**config.mk**
```make
export PLATFORM = sky130hd
export DESIGN_NAME = pc_sequencer
export DESIGN_NICKNAME = d
export VERILOG_FILES = /design/src/rtl/pc_pkg.sv /design/src/rtl/pc_redirect_arb.sv /design/src/rtl/pc_sequencer.sv
export SDC_FILE = /design/constraint.sdc
export NUM_CORES = 1
export LEC_CHECK = 0
export ABC_AREA = 1
export CAP_MARGIN = 25
export CORE_MARGIN = 2
export CORE_UTILIZATION = 56
export DETAILED_ROUTE_END_ITERATION = 8
export DONT_BUFFER_PORTS = 1
export PLACE_DENSITY = 0.71
export SYNTH_ARGS = -nofsm -noshare
export SYNTH_HDL_FRONTEND = slang
export SYNTH_SLANG_ARGS = --single-unit
```
**constraint.sdc**
```tcl
create_clock -name clk -period 3.1 [get_ports clk]
set_input_delay 0.155 -clock clk [delete_from_list [all_inputs] [get_ports clk]]
set_output_delay 0.155 -clock clk [all_outputs]
set_load 0.03 [all_outputs]
```
**src/rtl/pc_pkg.sv**
```systemverilog
// rtl/pc_pkg.sv - shared types for the fetch program-counter sequencer
// Purpose: redirect priority and FSM state encodings used by pc_sequencer
//          and pc_redirect_arb.
// Contents:
//   prio_e  - redirect source priority, ordered by value so that a plain
//             magnitude compare gives the arbitration order
//   state_e - sequencer FSM states
package pc_pkg;

    typedef enum logic [1:0] {
        PRIO_NONE = 2'd0,
        PRIO_JMP  = 2'd1,
        PRIO_BR   = 2'd2,
        PRIO_EXC  = 2'd3
    } prio_e;

    typedef enum logic [1:0] {
        ST_BOOT = 2'd0,
        ST_RUN  = 2'd1,
        ST_HOLD = 2'd2
    } state_e;

endpackage

```
**src/rtl/pc_redirect_arb.sv**
```systemverilog
// rtl/pc_redirect_arb.sv - combinational redirect priority select
// Purpose: picks the highest-priority new redirect (exc > br > jmp), then
//          compares it against the buffered redirect; the new one wins ties.
// Ports:
//   exc_valid_i/exc_target_i  exception redirect request
//   br_valid_i/br_target_i    taken-branch redirect request
//   jmp_valid_i/jmp_target_i  jump redirect request
//   buf_prio_i/buf_target_i   buffered redirect (PRIO_NONE when empty)
//   win_valid_o/win_target_o/win_prio_o  overall winner
module pc_redirect_arb
    import pc_pkg::*;
#(
    parameter int ADDR_W = 32
) (
    input  logic              exc_valid_i,
    input  logic [ADDR_W-1:0] exc_target_i,
    input  logic              br_valid_i,
    input  logic [ADDR_W-1:0] br_target_i,
    input  logic              jmp_valid_i,
    input  logic [ADDR_W-1:0] jmp_target_i,
    input  prio_e             buf_prio_i,
    input  logic [ADDR_W-1:0] buf_target_i,
    output logic              win_valid_o,
    output logic [ADDR_W-1:0] win_target_o,
    output prio_e             win_prio_o
);

    prio_e             w_new_prio;
    logic [ADDR_W-1:0] w_new_target;

    always_comb begin
        w_new_prio   = PRIO_NONE;
        w_new_target = '0;
        if (exc_valid_i) begin
            w_new_prio   = PRIO_EXC;
            w_new_target = exc_target_i;
        end else if (br_valid_i) begin
            w_new_prio   = PRIO_BR;
            w_new_target = br_target_i;
        end else if (jmp_valid_i) begin
            w_new_prio   = PRIO_JMP;
            w_new_target = jmp_target_i;
        end
    end

    // ">=" lets the newest redirect replace an equal-priority buffered one.
    always_comb begin
        win_prio_o   = buf_prio_i;
        win_target_o = buf_target_i;
        if (w_new_prio >= buf_prio_i) begin
            win_prio_o   = w_new_prio;
            win_target_o = w_new_target;
        end
        win_valid_o = (win_prio_o != PRIO_NONE);
    end

endmodule

```
**src/rtl/pc_sequencer.sv**
```systemverilog
// rtl/pc_sequencer.sv - fetch program-counter sequencer with redirect buffer
// Purpose: holds the fetch PC, advances it by PC_INC per accepted request,
//          and applies exception/branch/jump redirects by priority. While
//          fetch stalls the request stays frozen and one redirect is buffered.
// Ports:
//   clk, rst_n                         clock, async active-low reset
//   fetch_ready_i                      fetch accepts pc_o this cycle
//   exc_/br_/jmp_ valid/taken, target  redirect requests
//   pc_o, pc_plus_inc_o                fetch PC and PC+step
//   pc_valid_o, redirect_o, pending_o  request valid, first-after-redirect,
//                                      redirect buffered
module pc_sequencer
    import pc_pkg::*;
#(
    parameter int                ADDR_W   = 32,
    parameter int                PC_INC   = 1,
    parameter logic [ADDR_W-1:0] RESET_PC = '0
) (
    input  logic              clk,
    input  logic              rst_n,
    input  logic              fetch_ready_i,
    input  logic              exc_valid_i,
    input  logic [ADDR_W-1:0] exc_target_i,
    input  logic              br_taken_i,
    input  logic [ADDR_W-1:0] br_target_i,
    input  logic              jmp_valid_i,
    input  logic [ADDR_W-1:0] jmp_target_i,
    output logic [ADDR_W-1:0] pc_o,
    output logic [ADDR_W-1:0] pc_plus_inc_o,
    output logic              pc_valid_o,
    output logic              redirect_o,
    output logic              pending_o
);

    localparam logic [ADDR_W-1:0] STEP = ADDR_W'(PC_INC);

    state_e            r_state, w_state_nxt;
    logic [ADDR_W-1:0] r_pc, w_pc_nxt;
    logic              r_valid, w_valid_nxt;
    logic              r_redirect, w_redirect_nxt;
    prio_e             r_buf_prio, w_buf_prio_nxt;
    logic [ADDR_W-1:0] r_buf_target, w_buf_target_nxt;

    logic              w_win_valid;
    logic [ADDR_W-1:0] w_win_target;
    prio_e             w_win_prio;

    // The buffer is empty outside HOLD, so in RUN the winner is simply the
    // best new redirect; in HOLD it already applies the keep-or-overwrite rule.
    pc_redirect_arb #(
        .ADDR_W(ADDR_W)
    ) u_arb (
        .exc_valid_i  (exc_valid_i),
        .exc_target_i (exc_target_i),
        .br_valid_i   (br_taken_i),
        .br_target_i  (br_target_i),
        .jmp_valid_i  (jmp_valid_i),
        .jmp_target_i (jmp_target_i),
        .buf_prio_i   (r_buf_prio),
        .buf_target_i (r_buf_target),
        .win_valid_o  (w_win_valid),
        .win_target_o (w_win_target),
        .win_prio_o   (w_win_prio)
    );

    assign pc_plus_inc_o = r_pc + STEP;

    always_ff @(posedge clk or negedge rst_n) begin
        if (!rst_n) begin
            r_state      <= ST_BOOT;
            r_pc         <= RESET_PC;
            r_valid      <= 1'b0;
            r_redirect   <= 1'b0;
            r_buf_prio   <= PRIO_NONE;
            r_buf_target <= '0;
        end else begin
            r_state      <= w_state_nxt;
            r_pc         <= w_pc_nxt;
            r_valid      <= w_valid_nxt;
            r_redirect   <= w_redirect_nxt;
            r_buf_prio   <= w_buf_prio_nxt;
            r_buf_target <= w_buf_target_nxt;
        end
    end

    // redirect_o describes the PC currently offered, so it is only updated
    // together with pc_o when the request is accepted.
    always_comb begin
        w_state_nxt      = r_state;
        w_pc_nxt         = r_pc;
        w_valid_nxt      = r_valid;
        w_redirect_nxt   = r_redirect;
        w_buf_prio_nxt   = r_buf_prio;
        w_buf_target_nxt = r_buf_target;
        case (r_state)
            ST_BOOT: begin
                w_state_nxt    = ST_RUN;
                w_valid_nxt    = 1'b1;
                w_pc_nxt       = RESET_PC;
                w_redirect_nxt = 1'b0;
            end
            ST_RUN: begin
                if (fetch_ready_i) begin
                    w_pc_nxt       = w_win_valid ? w_win_target : pc_plus_inc_o;
                    w_redirect_nxt = w_win_valid;
                end else if (w_win_valid) begin
                    w_buf_prio_nxt   = w_win_prio;
                    w_buf_target_nxt = w_win_target;
                    w_state_nxt      = ST_HOLD;
                end
            end
            ST_HOLD: begin
                if (fetch_ready_i) begin
                    w_pc_nxt         = w_win_target;
                    w_redirect_nxt   = 1'b1;
                    w_buf_prio_nxt   = PRIO_NONE;
                    w_buf_target_nxt = '0;
                    w_state_nxt      = ST_RUN;
                end else begin
                    w_buf_prio_nxt   = w_win_prio;
                    w_buf_target_nxt = w_win_target;
                end
            end
            default: begin
                w_state_nxt = ST_BOOT;
            end
        endcase
    end

    assign pc_o       = r_pc;
    assign pc_valid_o = r_valid;
    assign redirect_o = r_redirect;
    assign pending_o  = (r_buf_prio != PRIO_NONE);

endmodule

```
# Word level (Yosys, flattened, before mapping)
# Cells that the tools add are included.
# totals
register_bits	70
output_inout_bits	67
# op_classes
addsub	1
order_cmp	1
n_eq_ne	6
n_mux	27
n_reduce_logical	8
# ops
operator	n
32-bit 2-to-1 mux	10
32-bit case mux with 3 select lines	1
32-bit case mux with 2 select lines	1
32-bit by 1-bit adder with 32-bit output (second input constant)	1
2-bit 2-to-1 mux	9
3-bit AND reduction	3
2-bit != test (second input constant)	4
2-bit case mux with 3 select lines	1
2-bit nonzero test	3
2-bit case mux with 2 select lines	1
1-bit 2-to-1 mux	3
1-bit case mux with 3 select lines	1
3-bit nonzero test	1
2-bit by 1-bit equality test with 1-bit output (second input constant)	1
2-bit equality test (second input constant)	1
2-bit >= comparator	1
2-bit zero test	1

# Logic depth before layout (Yosys ltp)
# Gate-level depths: netlist of the first run.
# depth
ltp_word	9
depth_mapped	13
ltp_nobuf	11

# Cells and area by module
# A second synthesis of the first run with hierarchy kept.
# hier_totals
hier_cells	809
area_unflattened_um2	5506.5
# modules_own_cells
module	n_inst	cells_per_inst	area_each_um2	seq_area_each_um2
pc_sequencer	1	534	4052.6	1751.7
pc_redirect_arb	1	275	1453.9	0.0

# Least setup slack after synthesis of the first run
# Ideal clock, no wire load.
# synth_path
path_kind	reg2reg
from	register r_pc[0] (netlist: pc_o[0])
to	register r_pc[14] (netlist: pc_o[14])
setup_time_ns	0.069
arrival_time_ns	2.129
required_ns	3.031
setup_slack_ns	0.902
stages_incl_launch_ff	9
n_path_buf	0
synth_period_minus_slack_ns	2.198
path_cell_list	dfrtp_1 ha_1 nand2_1 nor2_1 nand2_1 nor2_1 xor2_1 nand3_1 nand3_1
# synth_via
elab_chain_len	4
# synth_rtl
item	line	text
start, declared	pc_sequencer.sv:38	logic [ADDR_W-1:0] r_pc, w_pc_nxt;
start signal, assigned	pc_sequencer.sv:78	r_pc <= w_pc_nxt;
32-bit by 1-bit adder with 32-bit output	pc_sequencer.sv:66	assign pc_plus_inc_o = r_pc + STEP;
via pc_plus_inc_o[14]	pc_sequencer.sv:29	output logic [ADDR_W-1:0] pc_plus_inc_o,
32-bit 2-to-1 mux	pc_sequencer.sv:104	w_pc_nxt = w_win_valid ? w_win_target : pc_plus_inc_o;
32-bit 2-to-1 mux	pc_sequencer.sv:103	if (fetch_ready_i) begin
32-bit case mux with 3 select lines	pc_sequencer.sv:95	case (r_state)
# The timed path passes the listed nets, and every way through them passes these cells. The select of a mux whose other input is x is not followed.
# A chain may end at the register's enable or synchronous reset.

# Final worst setup path of the first run
# layout_path
from	register r_pc[0] (netlist: pc_o[0])
to	output port pc_plus_inc_o[30]
# layout_via
elab_chain_len	1
# layout_rtl
item	line
32-bit by 1-bit adder with 32-bit output	pc_sequencer.sv:66
end, declared	pc_sequencer.sv:29
# No other way between the ends.

==> run_results.csv, run 1 <==
group,metric,value,unit
run_status,status,"finished clean",
global_routing,use_met3,0.05999,
layout,antenna_cells,0,
die,row_count,37,
cts,path_clk_slew,0.08,ns
cts,clkLatencyLatePin,0.37,ns
synth,ys_ff_latch,70,
sta,setup_viol,0,
power,ir_drop,453.7,µV
route,first_pass_iters,6,
global_routing,grt_pass1_wl,28940,µm
route,wl_per_cell,16.63,µm
setup_path,endpoint_kind,"output pin",
global_routing,grt-ovfl-total,0,
sta,finalCritPeriodShare,0.8501,
global_routing,first_global_vias,5720,
cts,cts.sinks,70,
layout,synthToLayoutAreaGrowth,5.956,%
placement,hpwl,13200,µm
flow_run,cap_violations,0,
cts,htree_levels,3,
synth,synth_cells,946,
layout,multi_input_area,0.003467,mm²
global_routing,antenna_found_initial,0,
global_routing,top_usage_layer,"met2",
setup_path,crit_type,"reg2out",
route,vias,6112,
route,ant_nets,0,
sta,tightest_slew,0.7843,ns
die,top_level_ports,169,
synth,avgSynthCellArea,6.107,µm²
setup_path,critPathLaunchType,"flop",
synth,syn_nets,1054,
placement,place_inst,1052,
route,routed_via_density,5.707,
setup_path,critical_path_required,2.94,ns
power,power_leakage,3.215,nW
synth,synth_top_cell_area_share,0.3032,
global_routing,groute.usage.overall,0.3242,
die,fp.dieArea,0.01114,mm²
die,die_h,105.6,µm
sta,hold_viol_final,0,
layout,drive_above_1_share,0.09305,
cts,cts-buffers-inserted,9,
global_routing,grt_max_degree,71,
synth,synth_largest_area_cell,"dfrtp_1",
power,powerDensity,1114,mW/mm²
worst_hold_path,hp-class,"in2reg",
die,die_w,105.6,µm
global_routing,grt_use_met2,0.5419,
placement,placed_area,0.005873,mm²
cts,cts_buffer_depth,2,
die,start_util,0.5672,
route,drt-total-wl,17820,µm
die,coreArea,0.01018,mm²
layout,layout.nets,1038,
route,drc,0,
sta,finClkSkew,0.01503,ns
layout,ff_latch_area,0.001752,mm²
sta,relSlewSlack,0.4734,
cts,cts-root-buf,"clkbuf_8",
sta,drv_slew,0,
synth,synth_area,0.005777,mm²
route,drtIter0Drc,468,
synth,yosysSeqAreaShare,0.3032,
synth,synth_warnings,0,
placement,port_buffers,0,
layout,fillers,994,
setup_path,worstPathArrival,2.48,ns
sta,rsz0062_at_grt,"false",
sta,setup_tns,0,ns
global_routing,use_met1,0.4256,
synth,synth_area_leaders,"dfrtp_1 (30%), nand2_1 (24%), nand3_1 (13%), nor2_1 (5.7%), inv_1 (5.1%)",
power,power.total,0.006820,W
sta,max_clock_freq,379.5,MHz
layout,final_area,0.006121,mm²
placement,place_congestion,1.007,
sta,period_needed,2.635,ns
setup_path,crit_fanout,5,
layout,final_cells,1071,
layout,post-route-util,0.6010,
synth,synthDistinctLibCells,26,
cts,cts_tree,"built",
-- critical path, stage by stage, from the launching register on --
cell and delay (ns):
dfrtp_1 0.60, ha_1 0.32, nand2_1 0.10, nor2_1 0.20
nand2_1 0.18, nor2_1 0.29, nand3b_1 0.11, nand2_1 0.31
-- where the power goes --
group | leakage [nW] | switching (W) | internal [W]
Clock | 0.0955 | 0.000386 | 0.000394
Sequential | 0.902 | 0.000941 | 0.00135
Combinational | 2.22 | 0.00267 | 0.00108
-- layer usage --
metal,share of wire,up-vias
li1,-,2969
met1,0.42,2829
met2,0.47,283
met3,0.080,31
met4,0.023,0
met5,0,-
-- repair_timing --
item,CTS,global route
hold buffers,3,0
setup buffers,0,0
endpoints found under the hold margin,71,0
gates resized for setup,0,0
-- cell type report --
| cell class | count | area share |
|---|---|---|
| Clock buffer | 11 | 0.02310 |
| Clock inverter | 5 | 0.009608 |
| Timing Repair Buffer | 25 | 0.03475 |
| Multi-Input combinational cell | 739 | 0.5664 |
| Inverter | 85 | 0.05213 |
| Sequential cell | 70 | 0.2862 |
| Tap cell | 136 | 0.02780 |
-- layout by cell type, fill, tap and decap left out --
master           n
nand2_1        362
nand3_1        150
nor2_1          87
inv_1           78
dfrtp_1         70
nand4_1         37
nand3b_1        32
or2_2           32
buf_4           22
clkbuf_8        10
xor2_1           9
xnor2_1          6
ha_1             6
a21oi_1          5
inv_2            5
nand3_2          2
nand2_4          2
clkinv_1         2
nand2_2          2
nor2_2           2
nand3_4          2
clkinvlp_4       2
dlygate4sd3_1    2
nor3_1           1
nor2_4           1
o21ai_2          1
clkinv_2         1
clkbuf_1         1
bufinv_16        1
clkinv_4         1
buf_16           1
-- kinds of logic after synthesis --
family / synth area share
xor+xnor: 0.02274
simple gates: 0.5586
flops: 0.3032
fa+ha+maj: 0.01300
buf+inv: 0.09660
compound gates: 0.005848
-- cells in the mapped netlist --
cell type / count
nand2_1: 362
nand3_1: 150
nor2_1: 87
inv_1: 78
dfrtp_1: 70
nand4_1: 37
nand3b_1: 32
or2_2: 32
clkbuf_1: 29
buf_2: 14
xor2_1: 9
buf_4: 7
ha_1: 6
xnor2_1: 6
a21oi_1: 5
inv_2: 5
buf_1: 2
clkinv_1: 2
nand2_2: 2
nand2_4: 2
nand3_2: 2
nand3_4: 2
nor2_2: 2
nor2_4: 1
nor3_1: 1
o21ai_2: 1
-- state kept, by name, summed over array words and instances, names as in the netlist --
name and cells:
r_buf_prio 2, r_state 2, pc_o 32, r_buf_target 32, pc_valid_o 1, redirect_o 1
-- path summary, 6_finish.rpt --
check,from,end,slack (ns),depth (start not counted)
setup / recovery,pc_o[0],pc_plus_inc_o[30],0.46,7
setup reg to reg,r_buf_prio[1],pc_o[3],0.53,9
hold / removal,jmp_target_i[30],pc_o[30],0.21,6
max in group asynchronous,rst_n,r_buf_target[19],2.43,2
min in group asynchronous,rst_n,r_buf_target[9],0.36,2
hold reg to reg,r_buf_target[16],r_buf_target[16],0.47,2
-- through the flow --
| stage | hold WS [ns] | worst slack (ns) |
|---|---|---|
| 3_3_place_gp | -0.1392 | 0.6673 |
| 4_1_cts | 0.2181 | 0.4675 |
| 2_1_floorplan | -0.1406 | 0.9017 |
| 6_report | 0.2087 | 0.4648 |
| 3_5_place_dp | -0.1392 | 0.5528 |
| 5_1_grt | 0.2735 | 0.3020 |
Power figures use the tool's default switching activity.
==> run 2, diff against run 1 <==
==> constraint.sdc (replaced) <==
create_clock -name clk -period 3.1 [get_ports clk]
set_input_delay 0.62 -clock clk [delete_from_list [all_inputs] [get_ports clk]]
set_output_delay 0.62 -clock clk [all_outputs]
set_load 0.03 [all_outputs]
==> run 2 against run 1 <==
Net effect:
- register-to-register slack improved by 0.21 ns
- global-route usage rose by 0.067 points
- worst setup slack got worse by 0.30 ns
==> run_results.csv, run 2 (synthesis results as in run 1) <==
group,metric,value,unit
run_status,status,"finished clean",
route,routed_via_density,5.626,
power,power_leakage,3.250,nW
cts,cts_tree,"built",
sta,setup_viol,0,
die,coreArea,0.01018,mm²
die,top_level_ports,169,
setup_path,crit_fanout,5,
cts,path_clk_slew,0.08,ns
die,start_util,0.5672,
placement,hpwl,13400,µm
cts,cts-root-buf,"clkbuf_8",
setup_path,worstPathCellList,"nand2_1 -> nor2_1 -> nand3_1 -> nor2_1 -> nand2_1 -> nand2_1 -> nand2_1 -> inv_1",
setup_path,cp_common_cell,"nand2_1",
global_routing,grt_max_degree,71,
setup_path,max_stage_delay,0.61,ns
setup_path,ff2ff_path_depth,9,
power,power.total,0.006835,W
route,vias,6059,
cts,cts-buffers-inserted,9,
cts,clkLatencyLatePin,0.37,ns
sta,period_needed,2.939,ns
global_routing,grt-ovfl-total,0,
route,wl_per_cell,16.62,µm
worst_hold_path,hp-class,"in2async",
sta,setup_ws,0.1610,ns
sta,relSlewSlack,0.4571,
sta,hold_viol_final,0,
setup_path,crit_family,"simple AND/OR/NAND/NOR gates",
setup_path,path_depth,8,
power,powerDensity,1110,mW/mm²
setup_path,worstPathArrival,2.32,ns
sta,tightest_slew,0.8085,ns
layout,layout.nets,1045,
sta,finClkSkew,0.01030,ns
layout,post-route-util,0.6048,
setup_path,crit_start,"pc_o[4]",
die,fp.dieArea,0.01114,mm²
die,die_w,105.6,µm
sta,setup_tns,0,ns
placement,post-place-ws,0.5144,ns
setup_path,r2r_start,"r_buf_prio[1]",
power,ir_drop,503.7,µV
cts,cts.sinks,70,
layout,drive_above_1_share,0.1031,
route,first_pass_iters,5,
route,drc,0,
setup_path,cp_slowest_cell,"dfrtp_1",
setup_path,endpoint_kind,"output pin",
setup_path,path_buf_inv,1,
cts,htree_levels,3,
layout,final_common_cell,"nand2_1",
route,drt-total-wl,17900,µm
die,die_h,105.6,µm
setup_path,critPathLaunchType,"flop",
cts,postCtsSetupBuffers,0,
placement,place_congestion,1.009,
setup_path,crit_type,"reg2out",
global_routing,antenna_found_initial,0,
setup_path,critical_path_required,2.48,ns
layout,synthToLayoutAreaGrowth,6.628,%
sta,holdWs,0.1210,ns
route,ant_nets,0,
layout,final_cell_mix,"nand2_1 (362), nand3_1 (150), nor2_1 (87), inv_1 (78), dfrtp_1 (68)",
die,row_count,37,
global_routing,grt_pass1_wl,28990,µm
flow_run,cap_violations,0,
sta,finalCritPeriodShare,0.9481,
sta,rsz0062_at_grt,"false",
route,drtIter0Drc,400,
layout,antenna_cells,0,
sta,drv_slew,0,
cts,cts_buffer_depth,2,
global_routing,first_global_vias,5659,
layout,fillers,989,
placement,port_buffers,0,
global_routing,groute.usage.overall,0.3248,
sta,max_clock_freq,340.2,MHz
-- run 2: changes by cell type in the layout (fill, tap and decap cells not counted), sizes merged --
cell         delta
buf             +9
clkinvlp        -1
dlygate4sd3     -2
-- run 2: repair_timing --
item / in CTS / in global routing
resized for setup: 0 / 2
endpoints found under the hold margin: 70 / 0
hold buffers: 1 / 0
setup endpoints to repair: 0 / 2
-- run 2: final timing paths --
path | end | slack (ns)
max | pc_plus_inc_o[20] | 0.16
min | r_buf_target[8] | 0.12
max reg2reg | r_buf_target[28] | 0.74
min reg2reg | r_buf_target[13] | 0.47
max in group asynchronous | pc_o[11] | 2.64
min in group clk | r_buf_target[13] | 0.47
-- run 2: cell type report --
type                    count  area [µm²]  area share
clock inverters             4       47.55    0.007719
multi-input cells         739        3467      0.5629
repair buffers             32       260.3     0.04225
well taps                 136       170.2     0.02763
inverters                  85       319.1     0.05180
clock buffers              11       141.4     0.02295
flip-flops and latches     70        1754      0.2848
-- run 2: stage by stage --
step | area [µm²] | instances
2_1_floorplan | 5777 | 946
3_3_place_gp | 5941 | 1061
3_5_place_dp | 5941 | 1061
4_1_cts | 6157 | 1077
5_1_grt | 6160 | 1077
6_report | 6160 | 1077
-- run 2: power by group --
part | switching, W | leakage, nW | total (W) | internal [W]
registers | 0.000804 | 0.899 | 0.00216 | 0.00136
clock network | 0.000368 | 0.0952 | 0.000754 | 0.000387
logic | 0.00278 | 2.26 | 0.00392 | 0.00114
-- run 2: layer usage --
layer / GRT usage / wire, µm / vias up / share of wire
met5: 0 / 0 / - / 0
met4: 0.1100 / 399 / 0 / 0.022
met3: 0.05318 / 1205 / 23 / 0.067
met2: 0.5392 / 8558 / 244 / 0.48
met1: 0.4309 / 7738 / 2815 / 0.43
li1: - / - / 2977 / -
==> run 3, diff against run 2 <==
--- a/config.mk
+++ b/config.mk
@@ -8,10 +8,10 @@
 export ABC_AREA = 1
 export CAP_MARGIN = 25
 export CORE_MARGIN = 2
-export CORE_UTILIZATION = 56
+export CORE_UTILIZATION = 65
 export DETAILED_ROUTE_END_ITERATION = 8
 export DONT_BUFFER_PORTS = 1
-export PLACE_DENSITY = 0.71
+export PLACE_DENSITY = 0.81
 export SYNTH_ARGS = -nofsm -noshare
 export SYNTH_HDL_FRONTEND = slang
 export SYNTH_SLANG_ARGS = --single-unit
==> run 3 against run 2 <==
Net effect:
- die area fell by 13%
- highest routed layer unchanged
- worst hold slack improved by 0.013 ns
- critical path depth did not move
- clock power rose by 14%
- design area fell by 0.41%
==> run_results.csv, run 3 (synthesis results as in run 1) <==
group,metric,value,unit
die,start_util,0.6657,
layout,antenna_cells,0,
setup_path,worstPathArrival,2.32,ns
sta,relSlewSlack,0.4726,
power,powerDensity,1136,mW/mm²
die,coreArea,0.008678,mm²
setup_path,crit_type,"reg2out",
route,wl_per_cell,16.93,µm
die,row_count,34,
sta,finClkSkew,0.009801,ns
run_status,status,"finished clean",
global_routing,first_global_vias,5902,
sta,setup_tns,0,ns
layout,drive_above_1_share,0.1046,
global_routing,antenna_found_initial,0,
cts,clkLatencyLatePin,0.36,ns
placement,place_congestion,1.045,
setup_path,crit_family,"simple AND/OR/NAND/NOR gates",
sta,finalCritPeriodShare,0.9497,
sta,drv_slew,0,
placement,placed_area,0.005876,mm²
global_routing,grt_max_degree,71,
setup_path,critPathLaunchType,"flop",
layout,final_area,0.006135,mm²
worst_hold_path,hp-class,"in2async",
route,drtIter0Drc,513,
power,ir_drop,563.2,µV
route,routed_via_density,6.038,
sta,rsz0062_at_grt,"false",
setup_path,path_buf_inv,1,
power,power_leakage,3.237,nW
sta,setup_viol,0,
flow_run,cap_violations,0,
cts,path_clk_slew,0.08,ns
route,vias,6310,
sta,max_clock_freq,339.7,MHz
setup_path,cp_common_cell,"nand2_1",
die,die_w,98.27,µm
setup_path,worstPathCellList,"nand2_1 -> nor2_1 -> nand2_1 -> nor2_1 -> nand2_1 -> nand2_1 -> nand2_1 -> inv_1",
layout,synthToLayoutAreaGrowth,6.194,%
route,drt-total-wl,17690,µm
setup_path,cp_slowest_cell,"dfrtp_1",
layout,fillers,750,
global_routing,grt_pass1_wl,29060,µm
layout,ff_latch_area,0.001754,mm²
cts,postCtsSetupBuffers,0,
layout,multi_input_area,0.003475,mm²
die,fp.dieArea,0.009657,mm²
layout,final_cell_mix,"nand2_1 (361), nand3_1 (150), nor2_1 (85), inv_1 (77), dfrtp_1 (68)",
setup_path,max_stage_delay,0.64,ns
cts,cts.sinks,70,
global_routing,groute.usage.overall,0.3704,
setup_path,r2r_setup_slack,0.48,ns
sta,tightest_slew,0.7855,ns
setup_path,crit_fanout,5,
sta,hold_viol_final,0,
cts,cts-root-buf,"clkbuf_8",
cts,cts_tree,"built",
setup_path,endpoint_kind,"output pin",
cts,htree_levels,3,
global_routing,grt-ovfl-total,0,
die,die_h,98.27,µm
cts,cts_buffer_depth,2,
route,ant_nets,0,
placement,hpwl,12900,µm
route,drc,0,
route,first_pass_iters,5,
placement,port_buffers,0,
layout,layout.nets,1041,
die,top_level_ports,169,
setup_path,critical_path_required,2.48,ns
sta,period_needed,2.944,ns
cts,cts-buffers-inserted,9,
layout,final_common_cell,"nand2_1",
[run 3: cell count changes in the layout (fill, tap and decap cells not counted), sizes merged]
cell      change
clkinvlp      +1
buf           -4
clkinv        -1
clkbuf        -1
bufinv        +1
[run 3: final timing paths]
| check | startpoint | endpoint | cells after the start |
|---|---|---|---|
| setup / recovery | pc_o[12] | pc_plus_inc_o[29] | 8 |
| hold / removal | rst_n | r_buf_target[26] | 1 |
| setup reg to reg | r_buf_prio[1] | pc_o[27] | 9 |
| hold reg to reg | r_buf_target[2] | r_buf_target[2] | 2 |
| max in group asynchronous | rst_n | r_buf_target[18] | 1 |
| min in group clk | r_buf_target[2] | r_buf_target[2] | 2 |
[run 3: per-layer routing]
metal  global-route usage  routed length [µm]  vias to the layer above
li1                     -                   -                     2974
met1               0.4872                6940                     2924
met2               0.6106                8279                      368
met3              0.07301                1872                       44
met4               0.1338                 601                        0
met5                    0                   0                        -
[run 3: metrics by stage]
step,std cells,setup slack (ns),power [W],util,hold WS [ns]
3_3_place_gp,1029,0.3626,0.005855,0.6770,0.3260
2_1_floorplan,946,0.5741,0.005015,-,0.3244
6_report,1045,0.1560,0.006967,0.7069,0.1343
4_1_cts,1045,0.1441,0.006882,0.7057,0.1576
5_1_grt,1045,0.003502,0.007419,0.7069,0.1654
3_5_place_dp,1029,0.2486,0.005999,0.6770,0.3258
[run 3: final cells by class]
type,count,area share
Inverter,85,0.05201
Multi-Input combinational cell,739,0.5664
Clock buffer,10,0.02244
Tap cell,108,0.02203
Sequential cell,70,0.2859
Clock inverter,5,0.01367
Timing Repair Buffer,28,0.03753
[run 3: what timing repair did]
action                                  4_1_cts  5_1_grt
resized for setup                             0        6
hold buffers                                  1        0
endpoints found under the hold margin        70        0
endpoints found under the setup margin        0        5
[run 3: power breakdown]
group	internal [W]	leakage, nW	switching [W]	total, W
logic	0.00111	2.23	0.00277	0.00388
registers	0.00135	0.899	0.000875	0.00223
clock network	0.000472	0.105	0.000384	0.000856
total	0.00294	3.24	0.00403	0.00697
